$ cat config.mk
export PLATFORM = sky130hd
export DESIGN_NAME = xmem_fifo_bridge_flat
export DESIGN_NICKNAME = d
export VERILOG_FILES = /design/src/rtl/xmem_fifo_bridge_if.sv /design/src/rtl/xmem_fifo_bridge.sv /design/src/flat_wrapper.sv
export SDC_FILE = /design/constraint.sdc
export NUM_CORES = 1
export LEC_CHECK = 0
export CAP_MARGIN = 20
export CORE_UTILIZATION = 25
export DETAILED_ROUTE_END_ITERATION = 6
export SLEW_MARGIN = 20
export SYNTH_ARGS = -nofsm -noshare
export SYNTH_HDL_FRONTEND = slang
export SYNTH_SLANG_ARGS = --single-unit
$ cat constraint.sdc
create_clock -name clk -period 3.1 [get_ports clk]
set_input_delay 0.62 -clock clk [delete_from_list [all_inputs] [get_ports clk]]
set_output_delay 0.62 -clock clk [all_outputs]
set_load 0.01 [all_outputs]
$ cat src/rtl/xmem_fifo_bridge_if.sv
// ============================================================================
// Module      : xmem_fifo_bridge_if
// Description : AVR external-memory window plus backend byte-stream signals.
// Revision    : 1.0
// ============================================================================
`timescale 1ns/1ps
`default_nettype none

interface xmem_fifo_bridge_if;
  logic [15:0] sram_a;
  logic [7:0]  sram_d_out;
  logic [7:0]  sram_d_in;
  logic        sram_cs;
  logic        sram_oe;
  logic        sram_we;
  logic        sram_wait;
  logic [7:0]  rx_data;
  logic        rx_strobe;
  logic [7:0]  tx_data;
  logic        tx_valid;
  logic        tx_ready;

  // CPU and backend side
  modport master (
    output sram_a, sram_d_out, sram_cs, sram_oe, sram_we,
    output rx_data, rx_strobe, tx_ready,
    input  sram_d_in, sram_wait, tx_data, tx_valid
  );

  // Bridge side
  modport slave (
    input  sram_a, sram_d_out, sram_cs, sram_oe, sram_we,
    input  rx_data, rx_strobe, tx_ready,
    output sram_d_in, sram_wait, tx_data, tx_valid
  );
endinterface

`default_nettype wire

$ cat src/rtl/xmem_fifo_bridge.sv
// ============================================================================
// Module      : xmem_fifo_bridge
// Description : Memory-mapped RX/TX byte FIFOs on the AVR xmem window with
//               wait-state stalling of blocked DATA accesses.
// Revision    : 1.0
// ============================================================================
`timescale 1ns/1ps
`default_nettype none

module xmem_fifo_bridge #(
  parameter int FIFO_DEPTH   = 16,
  parameter int WAIT_TIMEOUT = 255
) (
  input  logic               clk,
  input  logic               rst,
  xmem_fifo_bridge_if.slave  bus
);

  localparam int              c_AW   = $clog2(FIFO_DEPTH);
  localparam int              c_CW   = c_AW + 1;
  localparam logic [c_CW-1:0] c_FULL = c_CW'(FIFO_DEPTH);
  localparam logic [15:0]     c_TMO  = 16'(WAIT_TIMEOUT);

  localparam logic [1:0] c_IDLE     = 2'd0;
  localparam logic [1:0] c_RD_BLOCK = 2'd1;
  localparam logic [1:0] c_WR_BLOCK = 2'd2;
  localparam logic [1:0] c_DONE     = 2'd3;

  logic [1:0]      r_state;
  logic [1:0]      w_next;
  logic [15:0]     r_tmo;
  logic [7:0]      r_d_in;

  logic [7:0]      r_rx_mem [FIFO_DEPTH];
  logic [c_AW-1:0] r_rx_rd;
  logic [c_AW-1:0] r_rx_wr;
  logic [c_CW-1:0] r_rx_cnt;
  logic [7:0]      r_tx_mem [FIFO_DEPTH];
  logic [c_AW-1:0] r_tx_rd;
  logic [c_AW-1:0] r_tx_wr;
  logic [c_CW-1:0] r_tx_cnt;

  logic            r_rx_overflow;
  logic            r_rx_underrun;
  logic            r_tx_drop;

  logic            w_rd_acc;
  logic            w_wr_acc;
  logic [2:0]      w_off;
  logic            w_is_data;
  logic            w_tmo_hit;
  logic            w_rx_empty;
  logic            w_rx_full;
  logic            w_tx_empty;
  logic            w_tx_full;
  logic            w_tx_space;

  logic            w_wait;
  logic            w_cap_en;
  logic            w_cap_zero;
  logic            w_rx_pop;
  logic            w_cpu_push;
  logic            w_reg_wr;
  logic            w_und_set;
  logic            w_drop_set;

  logic            w_sts_wr;
  logic            w_rx_flush;
  logic            w_tx_flush;
  logic            w_rx_pop_ok;
  logic            w_rx_push_ok;
  logic            w_rx_ovf_set;
  logic            w_tx_pop_ok;
  logic            w_tx_push_ok;
  logic [7:0]      w_status;
  logic [7:0]      w_rd_val;
  logic            w_unused_addr;

  assign w_rd_acc      = bus.sram_cs & bus.sram_oe;
  assign w_wr_acc      = bus.sram_cs & bus.sram_we;
  assign w_off         = bus.sram_a[2:0];
  assign w_is_data     = (w_off == 3'd0);
  assign w_tmo_hit     = (r_tmo == c_TMO);
  assign w_unused_addr = ^bus.sram_a[15:3];

  assign w_rx_empty = (r_rx_cnt == '0);
  assign w_rx_full  = (r_rx_cnt == c_FULL);
  assign w_tx_empty = (r_tx_cnt == '0);
  assign w_tx_full  = (r_tx_cnt == c_FULL);

  assign w_sts_wr   = w_reg_wr & (w_off == 3'd1);
  assign w_rx_flush = w_reg_wr & (w_off == 3'd4) & bus.sram_d_out[0];
  assign w_tx_flush = w_reg_wr & (w_off == 3'd4) & bus.sram_d_out[1];

  // A pop frees a slot in the same cycle, so a push into a full FIFO still lands.
  assign w_rx_pop_ok  = w_rx_pop & ~w_rx_empty & ~w_rx_flush;
  assign w_rx_push_ok = bus.rx_strobe & ~w_rx_flush & (~w_rx_full | w_rx_pop_ok);
  assign w_rx_ovf_set = bus.rx_strobe & ~w_rx_flush & w_rx_full & ~w_rx_pop_ok;

  assign w_tx_pop_ok  = bus.tx_ready & ~w_tx_empty & ~w_tx_flush;
  assign w_tx_space   = ~w_tx_full | w_tx_pop_ok;
  assign w_tx_push_ok = w_cpu_push & ~w_tx_flush & w_tx_space;

  assign w_status = {2'b00, r_tx_drop, w_tx_empty, r_rx_underrun,
                     r_rx_overflow, w_tx_full, ~w_rx_empty};

  always_comb begin
    w_rd_val = 8'h00;
    case (w_off)
      3'd0:    w_rd_val = r_rx_mem[r_rx_rd];
      3'd1:    w_rd_val = w_status;
      3'd2:    w_rd_val = 8'(r_rx_cnt);
      3'd3:    w_rd_val = 8'(r_tx_cnt);
      default: w_rd_val = 8'h00;
    endcase
  end

  // --------------------------------------------------------------------------
  // Access FSM
  // --------------------------------------------------------------------------
  always_ff @(posedge clk or posedge rst) begin
    if (rst) begin
      r_state <= c_IDLE;
    end else begin
      r_state <= w_next;
    end
  end

  always_comb begin
    w_next = r_state;
    case (r_state)
      c_IDLE: begin
        if (w_rd_acc) begin
          w_next = (!w_is_data || !w_rx_empty) ? c_DONE : c_RD_BLOCK;
        end else if (w_wr_acc && w_is_data && w_tx_full) begin
          w_next = c_WR_BLOCK;
        end
      end
      c_RD_BLOCK: begin
        if (!w_rd_acc) begin
          w_next = c_IDLE;
        end else if (!w_rx_empty || w_tmo_hit) begin
          w_next = c_DONE;
        end
      end
      c_WR_BLOCK: begin
        if (!w_wr_acc || w_tx_space || w_tmo_hit) begin
          w_next = c_IDLE;
        end
      end
      default: w_next = c_IDLE;
    endcase
  end

  always_comb begin
    w_wait     = 1'b0;
    w_cap_en   = 1'b0;
    w_cap_zero = 1'b0;
    w_rx_pop   = 1'b0;
    w_cpu_push = 1'b0;
    w_reg_wr   = 1'b0;
    w_und_set  = 1'b0;
    w_drop_set = 1'b0;
    case (r_state)
      c_IDLE: begin
        if (w_rd_acc) begin
          w_wait = 1'b1;
          if (!w_is_data || !w_rx_empty) begin
            w_cap_en = 1'b1;
            w_rx_pop = w_is_data;
          end
        end else if (w_wr_acc) begin
          if (!w_is_data) begin
            w_reg_wr = 1'b1;
          end else if (w_tx_full) begin
            w_wait = 1'b1;
          end else begin
            w_cpu_push = 1'b1;
          end
        end
      end
      c_RD_BLOCK: begin
        w_wait = 1'b1;
        if (w_rd_acc) begin
          if (!w_rx_empty) begin
            w_cap_en = 1'b1;
            w_rx_pop = 1'b1;
          end else if (w_tmo_hit) begin
            w_cap_en   = 1'b1;
            w_cap_zero = 1'b1;
            w_und_set  = 1'b1;
          end
        end
      end
      c_WR_BLOCK: begin
        w_wait = 1'b1;
        if (w_wr_acc) begin
          if (w_tx_space) begin
            w_cpu_push = 1'b1;
          end else if (w_tmo_hit) begin
            w_drop_set = 1'b1;
          end
        end
      end
      default: ;
    endcase
  end

  // Counts stall cycles; the first blocked cycle sees 1.
  always_ff @(posedge clk or posedge rst) begin
    if (rst) begin
      r_tmo <= 16'd0;
    end else if (r_state == c_IDLE || r_state == c_DONE) begin
      r_tmo <= 16'd1;
    end else begin
      r_tmo <= r_tmo + 16'd1;
    end
  end

  always_ff @(posedge clk or posedge rst) begin
    if (rst) begin
      r_d_in <= 8'h00;
    end else if (w_cap_en) begin
      r_d_in <= w_cap_zero ? 8'h00 : w_rd_val;
    end
  end

  // Sticky flags: a same-cycle set beats a write-one-to-clear.
  always_ff @(posedge clk or posedge rst) begin
    if (rst) begin
      r_rx_overflow <= 1'b0;
      r_rx_underrun <= 1'b0;
      r_tx_drop     <= 1'b0;
    end else begin
      r_rx_overflow <= (r_rx_overflow & ~(w_sts_wr & bus.sram_d_out[2])) | w_rx_ovf_set;
      r_rx_underrun <= (r_rx_underrun & ~(w_sts_wr & bus.sram_d_out[3])) | w_und_set;
      r_tx_drop     <= (r_tx_drop     & ~(w_sts_wr & bus.sram_d_out[5])) | w_drop_set;
    end
  end

  // --------------------------------------------------------------------------
  // RX FIFO
  // --------------------------------------------------------------------------
  always_ff @(posedge clk) begin
    if (w_rx_push_ok) begin
      r_rx_mem[r_rx_wr] <= bus.rx_data;
    end
  end

  always_ff @(posedge clk or posedge rst) begin
    if (rst) begin
      r_rx_rd  <= '0;
      r_rx_wr  <= '0;
      r_rx_cnt <= '0;
    end else if (w_rx_flush) begin
      r_rx_rd  <= '0;
      r_rx_wr  <= '0;
      r_rx_cnt <= '0;
    end else begin
      if (w_rx_push_ok) begin
        r_rx_wr <= r_rx_wr + c_AW'(1);
      end
      if (w_rx_pop_ok) begin
        r_rx_rd <= r_rx_rd + c_AW'(1);
      end
      case ({w_rx_push_ok, w_rx_pop_ok})
        2'b10:   r_rx_cnt <= r_rx_cnt + c_CW'(1);
        2'b01:   r_rx_cnt <= r_rx_cnt - c_CW'(1);
        default: ;
      endcase
    end
  end

  // --------------------------------------------------------------------------
  // TX FIFO
  // --------------------------------------------------------------------------
  always_ff @(posedge clk) begin
    if (w_tx_push_ok) begin
      r_tx_mem[r_tx_wr] <= bus.sram_d_out;
    end
  end

  always_ff @(posedge clk or posedge rst) begin
    if (rst) begin
      r_tx_rd  <= '0;
      r_tx_wr  <= '0;
      r_tx_cnt <= '0;
    end else if (w_tx_flush) begin
      r_tx_rd  <= '0;
      r_tx_wr  <= '0;
      r_tx_cnt <= '0;
    end else begin
      if (w_tx_push_ok) begin
        r_tx_wr <= r_tx_wr + c_AW'(1);
      end
      if (w_tx_pop_ok) begin
        r_tx_rd <= r_tx_rd + c_AW'(1);
      end
      case ({w_tx_push_ok, w_tx_pop_ok})
        2'b10:   r_tx_cnt <= r_tx_cnt + c_CW'(1);
        2'b01:   r_tx_cnt <= r_tx_cnt - c_CW'(1);
        default: ;
      endcase
    end
  end

  // Wait is forced low during reset so a held strobe cannot stall the CPU.
  assign bus.sram_wait = w_wait & ~rst;
  assign bus.sram_d_in = r_d_in;
  assign bus.tx_valid  = ~w_tx_empty;
  assign bus.tx_data   = w_tx_empty ? 8'h00 : r_tx_mem[r_tx_rd];

endmodule

`default_nettype wire
$ cat src/flat_wrapper.sv
// flat-port wrapper written by rule: the top's interface ports become plain ports
module xmem_fifo_bridge_flat 
#(
  parameter int FIFO_DEPTH   = 16,
  parameter int WAIT_TIMEOUT = 255
)
  (clk, rst, bus_sram_a, bus_sram_d_out, bus_sram_cs, bus_sram_oe, bus_sram_we, bus_rx_data, bus_rx_strobe, bus_tx_ready, bus_sram_d_in, bus_sram_wait, bus_tx_data, bus_tx_valid);
  xmem_fifo_bridge_if bus_i ();
  input  logic clk;
  input  logic rst;
  input wire logic [$bits(bus_i.sram_a)-1:0] bus_sram_a;
  input wire logic [$bits(bus_i.sram_d_out)-1:0] bus_sram_d_out;
  input wire logic [$bits(bus_i.sram_cs)-1:0] bus_sram_cs;
  input wire logic [$bits(bus_i.sram_oe)-1:0] bus_sram_oe;
  input wire logic [$bits(bus_i.sram_we)-1:0] bus_sram_we;
  input wire logic [$bits(bus_i.rx_data)-1:0] bus_rx_data;
  input wire logic [$bits(bus_i.rx_strobe)-1:0] bus_rx_strobe;
  input wire logic [$bits(bus_i.tx_ready)-1:0] bus_tx_ready;
  output wire logic [$bits(bus_i.sram_d_in)-1:0] bus_sram_d_in;
  output wire logic [$bits(bus_i.sram_wait)-1:0] bus_sram_wait;
  output wire logic [$bits(bus_i.tx_data)-1:0] bus_tx_data;
  output wire logic [$bits(bus_i.tx_valid)-1:0] bus_tx_valid;
  assign bus_i.sram_a = bus_sram_a;
  assign bus_i.sram_d_out = bus_sram_d_out;
  assign bus_i.sram_cs = bus_sram_cs;
  assign bus_i.sram_oe = bus_sram_oe;
  assign bus_i.sram_we = bus_sram_we;
  assign bus_i.rx_data = bus_rx_data;
  assign bus_i.rx_strobe = bus_rx_strobe;
  assign bus_i.tx_ready = bus_tx_ready;
  assign bus_sram_d_in = bus_i.sram_d_in;
  assign bus_sram_wait = bus_i.sram_wait;
  assign bus_tx_data = bus_i.tx_data;
  assign bus_tx_valid = bus_i.tx_valid;
  xmem_fifo_bridge #(.FIFO_DEPTH(FIFO_DEPTH), .WAIT_TIMEOUT(WAIT_TIMEOUT)) u_core (.clk(clk), .rst(rst), .bus(bus_i));
endmodule
# Yosys cells after proc, flatten, opt, wreduce, memory -nomap -nowiden
# Memory sizes are Yosys's and may differ from the RTL's.
# Index checks and enable logic that the tools add are counted.
[word_totals] inputBits=39 reg_bits=55 ram_bits=256 mem_count=2
[classes] addsub=9 bitwise=39 n_reduce_logical=22 muxes=60 n_eq_ne=17
[memory_table] memory="u_core.r_rx_mem" words=16 width=8 read_ports=1 rd_ports_with_merged_regs=0 wr=1 line="xmem_fifo_bridge.sv:34" source="logic [7:0] r_rx_mem [FIFO_DEPTH];"
[memory_table] memory="u_core.r_tx_mem" words=16 width=8 read_ports=1 rd_ports_with_merged_regs=0 wr=1 line="xmem_fifo_bridge.sv:38" source="logic [7:0] r_tx_mem [FIFO_DEPTH];"
[ops] op="$mux W1" count=33
[ops] op="$mux W4" count=8
[ops] op="$pmux W8 S4" count=1
[ops] op="$and A1 B1 Y1" count=23
[ops] op="$pmux W5 S2" count=2
[ops] op="$add A16 B1 Y16 const B" count=1
[ops] op="$add A4 B1 Y4 const B" count=4
[ops] op="$eq A16 B8 Y1 const B" count=1
[ops] op="$mux W16" count=1
[ops] op="$mux W8" count=2
[ops] op="$mux W2" count=6
[ops] op="$not A1 Y1" count=11
[ops] op="$add A5 B1 Y5 const B" count=2
[ops] op="$eq A5 B5 Y1 const B" count=2
[ops] op="$logic_not A5 Y1" count=2
[ops] op="$mux W5" count=2
[ops] op="$sub A5 B1 Y5 const B" count=2
[ops] op="$eq A2 B2 Y1 const B" count=4
[ops] op="$pmux W1 S2" count=4
[ops] op="$reduce_bool A2 Y1" count=4
[ops] op="$eq A2 B1 Y1 const B" count=3
[ops] op="$eq A3 B2 Y1 const B" count=2
[ops] op="$pmux W2 S3" count=1
[ops] op="$reduce_bool A3 Y1" count=2
[ops] op="other kinds (13)" count=24

# Longest topological paths before layout
# Gate-level depths: netlist of run 1.
[logic_depth] word_depth=18 depth_mapped=14 ltp_nobuf=13

# Worst setup path after synthesis of run 1
# Ideal clock, no wire load.
[synth_path] path_type="input to register" startpoint="input bus_sram_a[2]" endpoint="register u_core.r_tx_cnt[4]" n_path_buf=2 path_stages=14 t_arrival_ps=3790 required_ps=3022 path_slack_ps=-768 cell_sequence="clkbuf_1 -> nor3_1 -> o2111ai_1 -> a21boi_1 -> nand2_1 -> buf_2 -> ha_1 -> xor2_1 -> ha_1 -> a211o_1 -> a21oi_1 -> a221oi_1 -> or3_1 -> a21oi_1"
[synth_via] elab_chain_len=18 elab_cells_between_ends=24
[synth_rtl] item="start: declaration" line="flat_wrapper.sv:11" source="input wire logic [$bits(bus_i.sram_a)-1:0] bus_sram_a;"
[synth_rtl] item="$logic_not A3 Y1" line="xmem_fifo_bridge.sv:82" source="assign w_is_data = (w_off == 3'd0);"
[synth_rtl] item="$mux W1" line="xmem_fifo_bridge.sv:173" source="if (!w_is_data) begin"
[synth_rtl] item="$mux W1" line="xmem_fifo_bridge.sv:172" source="end else if (w_wr_acc) begin"
[synth_rtl] item="$mux W1" line="xmem_fifo_bridge.sv:166" source="if (w_rd_acc) begin"
[synth_rtl] item="$mux W1" line="xmem_fifo_bridge.sv:164" source="case (r_state)"
[synth_rtl] item="$and A1 B1 Y1 (2 in series)" line="xmem_fifo_bridge.sv:93" source="assign w_tx_flush = w_reg_wr & (w_off == 3'd4) & bus.sram_d_out[1];"
[synth_rtl] item="$not A1 Y1" line="xmem_fifo_bridge.sv:100, xmem_fifo_bridge.sv:102"
[synth_rtl] item="$and A1 B1 Y1" line="xmem_fifo_bridge.sv:100" source="assign w_tx_pop_ok = bus.tx_ready & ~w_tx_empty & ~w_tx_flush;"
[synth_rtl] item="$or A1 B1 Y1" line="xmem_fifo_bridge.sv:101" source="assign w_tx_space = ~w_tx_full | w_tx_pop_ok;"
[synth_rtl] item="$mux W1" line="xmem_fifo_bridge.sv:198" source="if (w_tx_space) begin"
[synth_rtl] item="$mux W1" line="xmem_fifo_bridge.sv:197" source="if (w_wr_acc) begin"
[synth_rtl] item="$pmux W1 S2" line="xmem_fifo_bridge.sv:164"
[synth_rtl] item="$and A1 B1 Y1 (2 in series)" line="xmem_fifo_bridge.sv:102" source="assign w_tx_push_ok = w_cpu_push & ~w_tx_flush & w_tx_space;"
[synth_rtl] item="$eq A2 B1 Y1 or $eq A2 B2 Y1 (tied branches)" line="xmem_fifo_bridge.sv:299" source="case ({w_tx_push_ok, w_tx_pop_ok})"
[synth_rtl] item="$pmux W5 S2" line="xmem_fifo_bridge.sv:299"
[synth_rtl] item="$mux W5" line="xmem_fifo_bridge.sv:288" source="end else if (w_tx_flush) begin"
[synth_rtl] item="end signal: assignment" line="xmem_fifo_bridge.sv:300" source="2'b10: r_tx_cnt <= r_tx_cnt + c_CW'(1);"
[synth_rtl] item="end signal: assignment" line="xmem_fifo_bridge.sv:301" source="2'b01: r_tx_cnt <= r_tx_cnt - c_CW'(1);"
[synth_rtl] item="end: declaration" line="xmem_fifo_bridge.sv:41" source="logic [c_CW-1:0] r_tx_cnt;"
# Several ways; a longest one is shown, not always the timed one.
# A chain may end at the register's enable or synchronous reset.

# Worst setup path after layout of run 1
[layout_path] startpoint="register u_core.r_tx_rd[0]" endpoint="output bus_tx_data[1]"
[layout_via] elab_chain_len=2
[layout_rtl] item="start: declaration" line="xmem_fifo_bridge.sv:39" source="logic [c_AW-1:0] r_tx_rd;"
[layout_rtl] item="start signal: assignment" line="xmem_fifo_bridge.sv:297" source="r_tx_rd <= r_tx_rd + c_AW'(1);"
[layout_rtl] item="$mem_v2 Z16 W8"
[layout_rtl] item="$mux W8" line="xmem_fifo_bridge.sv:311" source="assign bus.tx_data = w_tx_empty ? 8'h00 : r_tx_mem[r_tx_rd];"
[layout_rtl] item="end: declaration" line="flat_wrapper.sv:21" source="output wire logic [$bits(bus_i.tx_data)-1:0] bus_tx_data;"
# No other way between the ends.

==> out/qor.tcl, run 1 <==
set qor(run_status) {complete, but fails checks}
set qor(violated_checks) {design-rule violations}
set qor(routed_wl_microns) 31440
set qor(worst_slew_margin_rel) 0.4901
set qor(timing.hold.worst.class) {flop to flop}
set qor(critPathCaptureType) {output pin}
set qor(row_count) 84
set qor(worstHoldEndpoint) {u_core.r_tmo[0]}
set qor(p_per_area_mw_per_mm2) 837.1
set qor(synth_largest_type_area_fraction) 0.5747
set qor(power_frac_comb) 0.335
set qor(reg2reg_setup_slack_ns) 0.16
set qor(insertion_delay_ns) 0.53
set qor(detailedRoute.firstIterationViolations) 640
set qor(number_of_design_rule_violations_left_after_detail_routing) 8
set qor(final_core_utilization) 0.3171
set qor(fill_cells) 5187
set qor(yosysTopAreaCell) {sky130_fd_sc_hd__edfxtp_1}
set qor(power.net_switching_mw) 4.496
set qor(post-route-min-period_ns) 3.039
set qor(timing.reg2reg.worst_path_depth) 11
set qor(met3_length_microns) 1354
set qor(die-area_sq_mm) 0.05444
set qor(floorplan.io_pins) 57
set qor(antennaDiodeCount) 0
set qor(power.share.clock) 0.276
set qor(final_total_power_mw) 14.01
set qor(tightest_slew_ns) 0.7625
set qor(ys.flop_type) {sky130_fd_sc_hd__edfxtp_1}
set qor(place.detailed.instances) 1652
set qor(fp.dieW_microns) 233.3
set qor(post_route_cells_drive_above_1_share) 0.2654
set qor(net_count_of_the_finished_layout) 1077
set qor(synth_edf_count) 256
set qor(routed-via-count) 7985
set qor(setup_total_negative_slack_ns) 0
set qor(via_count_of_the_first_global_routing_pass) 8085
set qor(cts.hold.buffers_added) 0
set qor(synth-seq-area-share) 0.6776
set qor(synth_seq_cells) 311
set qor(worst-setup-path-type) {flop to output pin}
set qor(drv.max_cap_violation_count) 0
set qor(post-route-period-util) 0.9805
set qor(data_arrival_time_at_the_worst_slack_endpoint_ns) 2.42
set qor(synth_async_sr_flop_share) 0.1768
set qor(layout-area-overhead-vs-synth_pct) 25.09
set qor(final_hold_viol_count) 0
set qor(cp-start-kind) {flop}
set qor(place_worst_setup_slack_ns) -0.3392
set qor(maximum_number_of_pins_on_one_net_before_global_route_repair) 56
set qor(stdcell_count) 1728
set qor(ant_nets) 0
set qor(floorplan.core_area_sq_mm) 0.05276
set qor(synthTopCellsByArea) {sky130_fd_sc_hd__edfxtp_1 57%, sky130_fd_sc_hd__dfrtp_1 10%, sky130_fd_sc_hd__mux4_2 8.1%}
set qor(cts_tree) {yes}
set qor(synth_common_cells) {256 x sky130_fd_sc_hd__edfxtp_1, 55 x sky130_fd_sc_hd__dfrtp_1, 55 x sky130_fd_sc_hd__nand2_1}
set qor(cts_max_level) 2
set qor(crit_path_max_fanout) 12
set qor(crit_required_ns) 2.48
set qor(power_switching_share) 0.3210
set qor(route.detailed.wl_per_inst_microns) 18.19
set qor(finalSetupViolCount) 0
set qor(clock_tree.root_cell) {sky130_fd_sc_hd__clkbuf_16}
set qor(design_internal_power_mw) 9.509
set qor(synthesis.area_per_instance_sq_um) 15.46
set qor(critPathLaunch) {u_core.r_tx_rd[0]}
set qor(post_synth_num_cell_types) 60
set qor(peakVddDrop_mv) 0.3855
set qor(synth_area_sq_mm) 0.01338
set qor(floorplan.die.height_microns) 233.3
set qor(grt_remaining_overflow) 0
set qor(final_area_sq_mm) 0.01673
set qor(place.detailed.hpwl_microns) 20660
set qor(wire_length_of_the_first_global_routing_pass_microns) 48330
set qor(cts.reportedPaths.clkPinSlew_ns) 0.06
set qor(routed_via_density) 4.621
set qor(clock_tree.buffer_depth) 3
set qor(worstHoldPathCells) 1
set qor(placement.io_buffers) 43
set qor(seq_power_share) 0.389
set qor(syn_inst) 865
set qor(highest_clock_frequency_the_design_can_meet_ghz) 0.3290
set qor(synthMostInstantiatedCell) {sky130_fd_sc_hd__edfxtp_1}
set qor(topRoutingLayerUsed) {met4}
set qor(tritoncts.num_buffers) 34
set qor(holdCritStartpoint) {u_core.r_tmo[0]}
set qor(routed_metal_1_wirelength_microns) 14080
set qor(timing.hold.ws_ns) 0.4687
set qor(layout_setup_ws_ns) 0.06059
set qor(critical_path.reg2reg.startpoint) {u_core.r_state[0]}
set qor(clock_sink_count) 311
set qor(synth_nets) 927
set qor(final-max-slew-violation-count) 0
set qor(detailed_place.area_sq_mm) 0.01541
set qor(finClkSkew_ns) 0.01741
set qor(number_of_antenna_violations_at_the_first_check_in_global_routing) 0
set qor(total_leakage_power_nw) 5.903
set qor(dr_wl_met2_microns) 15390
set qor(count_of_tritonroute_iterations_in_the_first_routing_pass) 7
set qor(synthesis.yosys.warnings) 0
set qor(total_global_route_track_usage) 0.1162
set qor(start_util) 0.2535
set qor(global_placer_s_final_weighted_congestion) 0.8411
set qor(unrepaired_setup_endpoints_after_global_routing) {yes}
set qor(reg2reg_to) {u_core.r_rx_cnt[4]}
timing repair:
item	4_1_cts	5_1_grt
endpoints found under the setup margin	9	12
hold endpoints to repair	0	0
gates resized for setup	29	23
buffers inserted	7	7
cloned	1	1
pin swaps	6	8
state kept, by name (all words and copies together), names as in the netlist, 5 cells and up:
register              flops
u_core.r_rx_mem         128
u_core.r_tx_mem         128
u_core.r_tmo             16
u_core.bus.sram_d_in      8
u_core.r_rx_cnt           5
u_core.r_tx_cnt           5
kinds of logic (layout without fill, tap and decap cells):
logic type	count (synthesis)	in the layout	share of synthesized area
flops	311	311	0.6776
simple gates	221	221	0.08297
compound gates	121	121	0.06333
mux	93	93	0.1151
buf+inv	67	242	0.01992
xor+xnor	29	29	0.01899
fa+ha+maj	23	23	0.02207
final cells by class:
| type | count | area (sq um) | share of cell area |
|---|---|---|---|
| Multi-Input combinational cell | 487 | 4255 | 0.2543 |
| Inverter | 15 | 56.30 | 0.003365 |
| Timing Repair Buffer | 166 | 1434 | 0.08570 |
| Clock inverter | 20 | 171.4 | 0.01024 |
| Tap cell | 688 | 860.8 | 0.05145 |
| Clock buffer | 41 | 887.1 | 0.05302 |
| Sequential cell | 311 | 9067 | 0.5419 |
placed cells by master (no fill, tap or decap), types with 17 or more instances in the layout:
cell type	netlist	final
sky130_fd_sc_hd__dfrtp_1	55	52
sky130_fd_sc_hd__edfxtp_1	256	256
sky130_fd_sc_hd__nand2_1	55	54
sky130_fd_sc_hd__mux2i_1	38	38
sky130_fd_sc_hd__mux4_2	48	48
sky130_fd_sc_hd__buf_4	1	116
sky130_fd_sc_hd__ha_1	22	20
sky130_fd_sc_hd__nand3_1	32	32
sky130_fd_sc_hd__o21ai_0	20	17
sky130_fd_sc_hd__clkbuf_16	0	35
sky130_fd_sc_hd__xor2_1	17	17
sky130_fd_sc_hd__a21oi_1	17	17
sky130_fd_sc_hd__nor2_1	48	47
sky130_fd_sc_hd__clkdlybuf4s50_1	0	34
how the worst max path moves through the flow:
| stage | to | slack (ns) |
|---|---|---|
| 2_1_floorplan | u_core.r_tx_cnt[4] | -0.07 |
| 3_3_place_gp | u_core.r_rx_cnt[4] | -0.30 |
| 3_5_place_dp | u_core.r_rx_cnt[4] | -0.34 |
| 4_1_cts | bus_tx_data[5] | -0.04 |
| 5_1_grt | bus_tx_data[3] | -0.04 |
| 6_report | bus_tx_data[1] | 0.06 |
critical path, cell delays in order (launching register included):
cell and delay [ns]:
sky130_fd_sc_hd__dfrtp_2 0.49, sky130_fd_sc_hd__buf_12 0.18, sky130_fd_sc_hd__buf_4 0.15, sky130_fd_sc_hd__mux4_2 0.52, sky130_fd_sc_hd__o32ai_1 0.18, sky130_fd_sc_hd__a221oi_2 0.08, sky130_fd_sc_hd__dlygate4sd2_1 0.30
power by group through the flow:
stage | combinational (mW) | clock (mW) | sequential, mW
2_1_floorplan | 2.88 | 0 | 5.24
3_3_place_gp | 4.36 | 0 | 5.47
3_5_place_dp | 4.41 | 0 | 5.50
4_1_cts | 4.61 | 3.98 | 5.43
5_1_grt | 5.08 | 4.15 | 5.51
6_report | 4.69 | 3.87 | 5.44
routing by layer:
layer | vias to the layer above | GRT usage
met3 | 44 | 0.02161
li1 | 3692 | -
met2 | 163 | 0.1932
met1 | 4086 | 0.1537
met4 | 0 | 0.03248
met5 | - | 0
Note: power is estimated with default switching activity, not from simulation.
==> run 2: changes to the inputs <==
--- a/config.mk
+++ b/config.mk
@@ -7,8 +7,9 @@
 export LEC_CHECK = 0
 export CAP_MARGIN = 20
 export CORE_UTILIZATION = 25
+export CTS_CLUSTER_SIZE = 30
 export DETAILED_ROUTE_END_ITERATION = 6
-export SLEW_MARGIN = 20
+export SLEW_MARGIN = 30
 export SYNTH_ARGS = -nofsm -noshare
 export SYNTH_HDL_FRONTEND = slang
 export SYNTH_SLANG_ARGS = --single-unit
==> results of run 2 <==
No change in the layout: final DEF, timing and power equal those of run 1.
==> run 3: changes to the inputs <==
--- a/config.mk
+++ b/config.mk
@@ -9,7 +9,9 @@
 export CORE_UTILIZATION = 25
 export CTS_CLUSTER_SIZE = 30
 export DETAILED_ROUTE_END_ITERATION = 6
+export RECOVER_POWER = 25
 export SLEW_MARGIN = 30
 export SYNTH_ARGS = -nofsm -noshare
 export SYNTH_HDL_FRONTEND = slang
 export SYNTH_SLANG_ARGS = --single-unit
+export TNS_END_PERCENT = 100
==> out/qor.tcl, run 3 (same netlist as run 1, synthesis figures left out) <==
set qor(wire_length_of_the_first_global_routing_pass_microns) 48330 ;# unchanged
set qor(power.net_switching_mw) 4.503 ;# +0.14%
set qor(clock_sink_count) 311 ;# unchanged
set qor(final_core_utilization) 0.3170 ;# about the same
set qor(timing.hold.ws_ns) 0.4687 ;# unchanged
set qor(insertion_delay_ns) 0.53 ;# about the same
set qor(layout-area-overhead-vs-synth_pct) 25.03 ;# about the same
set qor(post-route-period-util) 0.9817 ;# +0.001212
set qor(run_status) {complete, but fails checks}
set qor(cp_top_family) {buffers and inverters}
set qor(routed-via-count) 7965 ;# -0.25%
set qor(drv.max_cap_violation_count) 0 ;# unchanged
set qor(fill_cells) 5188 ;# +0.019%
set qor(floorplan.io_pins) 57 ;# unchanged
set qor(routed_metal_1_wirelength_microns) 14190 ;# +0.77%
set qor(holdCritStartpoint) {u_core.r_tmo[0]}
set qor(met3_length_microns) 1349 ;# -0.37%
set qor(final_hold_viol_count) 0 ;# unchanged
set qor(antennaDiodeCount) 0 ;# unchanged
set qor(layout_setup_ws_ns) 0.05684 ;# -0.003758 ns
set qor(route.detailed.wl_per_inst_microns) 18.22 ;# +0.17%
set qor(reg2reg_setup_slack_ns) 0.15 ;# about the same
set qor(via_count_of_the_first_global_routing_pass) 8085 ;# unchanged
set qor(seq_power_share) 0.389 ;# about the same
set qor(post_route_cells_drive_above_1_share) 0.2635 ;# -0.001923
set qor(fp.dieW_microns) 233.3 ;# unchanged
set qor(crit_path_max_fanout) 12 ;# unchanged
set qor(net_count_of_the_finished_layout) 1077 ;# unchanged
set qor(cp_slowest_cell) {sky130_fd_sc_hd__mux4_2}
set qor(critical_path_buf_inv_count) 3 ;# unchanged
set qor(place_worst_setup_slack_ns) -0.3392 ;# unchanged
set qor(number_of_design_rule_violations_left_after_detail_routing) 8 ;# unchanged
set qor(power_frac_comb) 0.335 ;# about the same
set qor(design_internal_power_mw) 9.505 ;# about the same
set qor(total_leakage_power_nw) 5.899 ;# about the same
set qor(critPathLaunch) {u_core.r_tx_rd[0]}
set qor(finClkSkew_ns) 0.01673 ;# -0.0006864 ns
set qor(peakVddDrop_mv) 0.3858 ;# about the same
set qor(topRoutingLayerUsed) {met4}
set qor(critical_path.max_stage_delay_ns) 0.52 ;# about the same
set qor(count_of_tritonroute_iterations_in_the_first_routing_pass) 7 ;# unchanged
set qor(biggestRegsByFlops) {u_core.r_rx_mem: 128 flops, u_core.r_tx_mem: 128 flops, u_core.r_tmo: 16 flops}
set qor(cp-start-kind) {flop}
set qor(row_count) 84 ;# unchanged
set qor(die-area_sq_mm) 0.05444 ;# unchanged
set qor(stdcell_count) 1728 ;# unchanged
set qor(routed_wl_microns) 31490 ;# +0.17%
set qor(clock_tree.root_cell) {sky130_fd_sc_hd__clkbuf_16}
set qor(tritoncts.num_buffers) 34 ;# unchanged
set qor(power_switching_share) 0.3214 ;# +0.0004040
set qor(number_of_antenna_violations_at_the_first_check_in_global_routing) 0 ;# unchanged
set qor(post-route-min-period_ns) 3.043 ;# +0.003758 ns
set qor(power.share.clock) 0.276 ;# about the same
set qor(routed_via_density) 4.609 ;# -0.25%
set qor(p_per_area_mw_per_mm2) 837.6 ;# about the same
set qor(finalSetupViolCount) 0 ;# unchanged
set qor(start_util) 0.2535 ;# unchanged
set qor(cts_max_level) 2 ;# unchanged
set qor(place.detailed.hpwl_microns) 20660 ;# unchanged
set qor(cts.reportedPaths.clkPinSlew_ns) 0.06 ;# about the same
set qor(most-common-layout-cells) {256 x sky130_fd_sc_hd__edfxtp_1, 114 x sky130_fd_sc_hd__buf_4, 54 x sky130_fd_sc_hd__nand2_1}
set qor(worst-setup-path-type) {flop to output pin}
set qor(critPathCaptureType) {output pin}
set qor(grt_remaining_overflow) 0 ;# unchanged
set qor(highest_clock_frequency_the_design_can_meet_ghz) 0.3286 ;# -0.12%
set qor(placement.io_buffers) 43 ;# unchanged
set qor(total_global_route_track_usage) 0.1162 ;# unchanged
set qor(data_arrival_time_at_the_worst_slack_endpoint_ns) 2.42 ;# about the same
set qor(critical_path.reg2reg.startpoint) {u_core.r_state[0]}
set qor(detailedRoute.firstIterationViolations) 686 ;# +7.2%
set qor(global_placer_s_final_weighted_congestion) 0.8411 ;# unchanged
set qor(cts_tree) {yes}
set qor(maximum_number_of_pins_on_one_net_before_global_route_repair) 56 ;# unchanged
set qor(floorplan.core_area_sq_mm) 0.05276 ;# unchanged
set qor(final-max-slew-violation-count) 0 ;# unchanged
set qor(layout.cells.most_common) {sky130_fd_sc_hd__edfxtp_1}
set qor(tightest_slew_ns) 0.8730 ;# +0.1105 ns
set qor(timing.hold.worst.class) {flop to flop}
set qor(ant_nets) 0 ;# unchanged
set qor(place.detailed.instances) 1652 ;# unchanged
set qor(cells_along_the_critical_path) {buf_12, buf_4, mux4_2, o32ai_1, a221oi_2, dlygate4sd2_1}
set qor(unrepaired_setup_endpoints_after_global_routing) {yes}
set qor(worst_slew_margin_rel) 0.4180 ;# -0.07205
set qor(floorplan.die.height_microns) 233.3 ;# unchanged
set qor(violated_checks) {design-rule violations}
set qor(clock_tree.buffer_depth) 3 ;# unchanged
set qor(dr_wl_met2_microns) 15340 ;# -0.33%
set qor(crit_required_ns) 2.48 ;# about the same
## run 3: cell count changes in the layout (fill, tap and decap cells not counted), sizes merged
| cell | before | now |
|---|---|---|
| clkdlybuf4s50 | 34 | 23 |
| dlygate4sd3 | 0 | 11 |
| buf | 123 | 121 |
| clkbuf | 46 | 48 |
## run 3: power groups by stage
stage          Combinational, mW  Clock (mW)  Sequential (mW)
2_1_floorplan               2.88           0             5.24
4_1_cts                     4.61        3.98             5.43
3_3_place_gp                4.36           0             5.47
5_1_grt                     5.07        4.15             5.51
6_report                    4.69        3.87             5.45
3_5_place_dp                4.41           0             5.50
## run 3: worst paths after layout
path,cells after the start,to
worst max-delay path,6,bus_tx_data[1]
worst min-delay path,1,u_core.r_tmo[0]
worst max register to register,11,u_core.r_rx_cnt[4]
worst min register to register,1,u_core.r_tmo[0]
max in group asynchronous,3,u_core.r_tx_rd[3]
min in group asynchronous,3,u_core.r_state[0]
## run 3: cell type report
cell class / count / area, sq um / area share
multi-input combinational: 487 / 4255 / 0.2544
tap: 688 / 860.8 / 0.05147
timing repair buffer: 166 / 1426 / 0.08528
inverter: 15 / 56.30 / 0.003366
sequential: 311 / 9067 / 0.5422
clock inverter: 20 / 171.4 / 0.01025
clock buffer: 41 / 887.1 / 0.05304
## run 3: worst reg2reg max path: stages (launching register included)
cell and delay [ns]:
sky130_fd_sc_hd__dfrtp_1 0.37, sky130_fd_sc_hd__inv_1 0.08, sky130_fd_sc_hd__ha_1 0.19, sky130_fd_sc_hd__or4b_4 0.48, sky130_fd_sc_hd__a21o_1 0.24, sky130_fd_sc_hd__nor3_4 0.21
sky130_fd_sc_hd__ha_1 0.28, sky130_fd_sc_hd__a21oi_1 0.16, sky130_fd_sc_hd__nand2_1 0.09, sky130_fd_sc_hd__or4_1 0.43, sky130_fd_sc_hd__a211oi_2 0.20, sky130_fd_sc_hd__a311o_1 0.14
## run 3: metal layers
metal / vias to the layer above / global-route usage
li1: 3693 / -
met3: 44 / 0.02161
met5: - / 0
met1: 4054 / 0.1537
met2: 174 / 0.1932
met4: 0 / 0.03248
## run 3: what timing repair did
action	4_1_cts	5_1_grt
endpoints found under the setup margin	9	12
setup buffers	7	7
gates cloned	1	1
pin swaps	6	8
hold buffers	0	0
resized for setup	29	23
## run 3: per-stage QoR
step / cell area [sq um] / total power, mW / setup TNS [ns]
finish: 16720 / 14.01 / 0
global route: 16720 / 14.73 / -0.1542
CTS: 16620 / 14.02 / -0.04463
detailed placement: 15410 / 9.901 / -1.237
global placement: 15410 / 9.831 / -0.9004
floorplan: 13450 / 8.120 / -0.06554
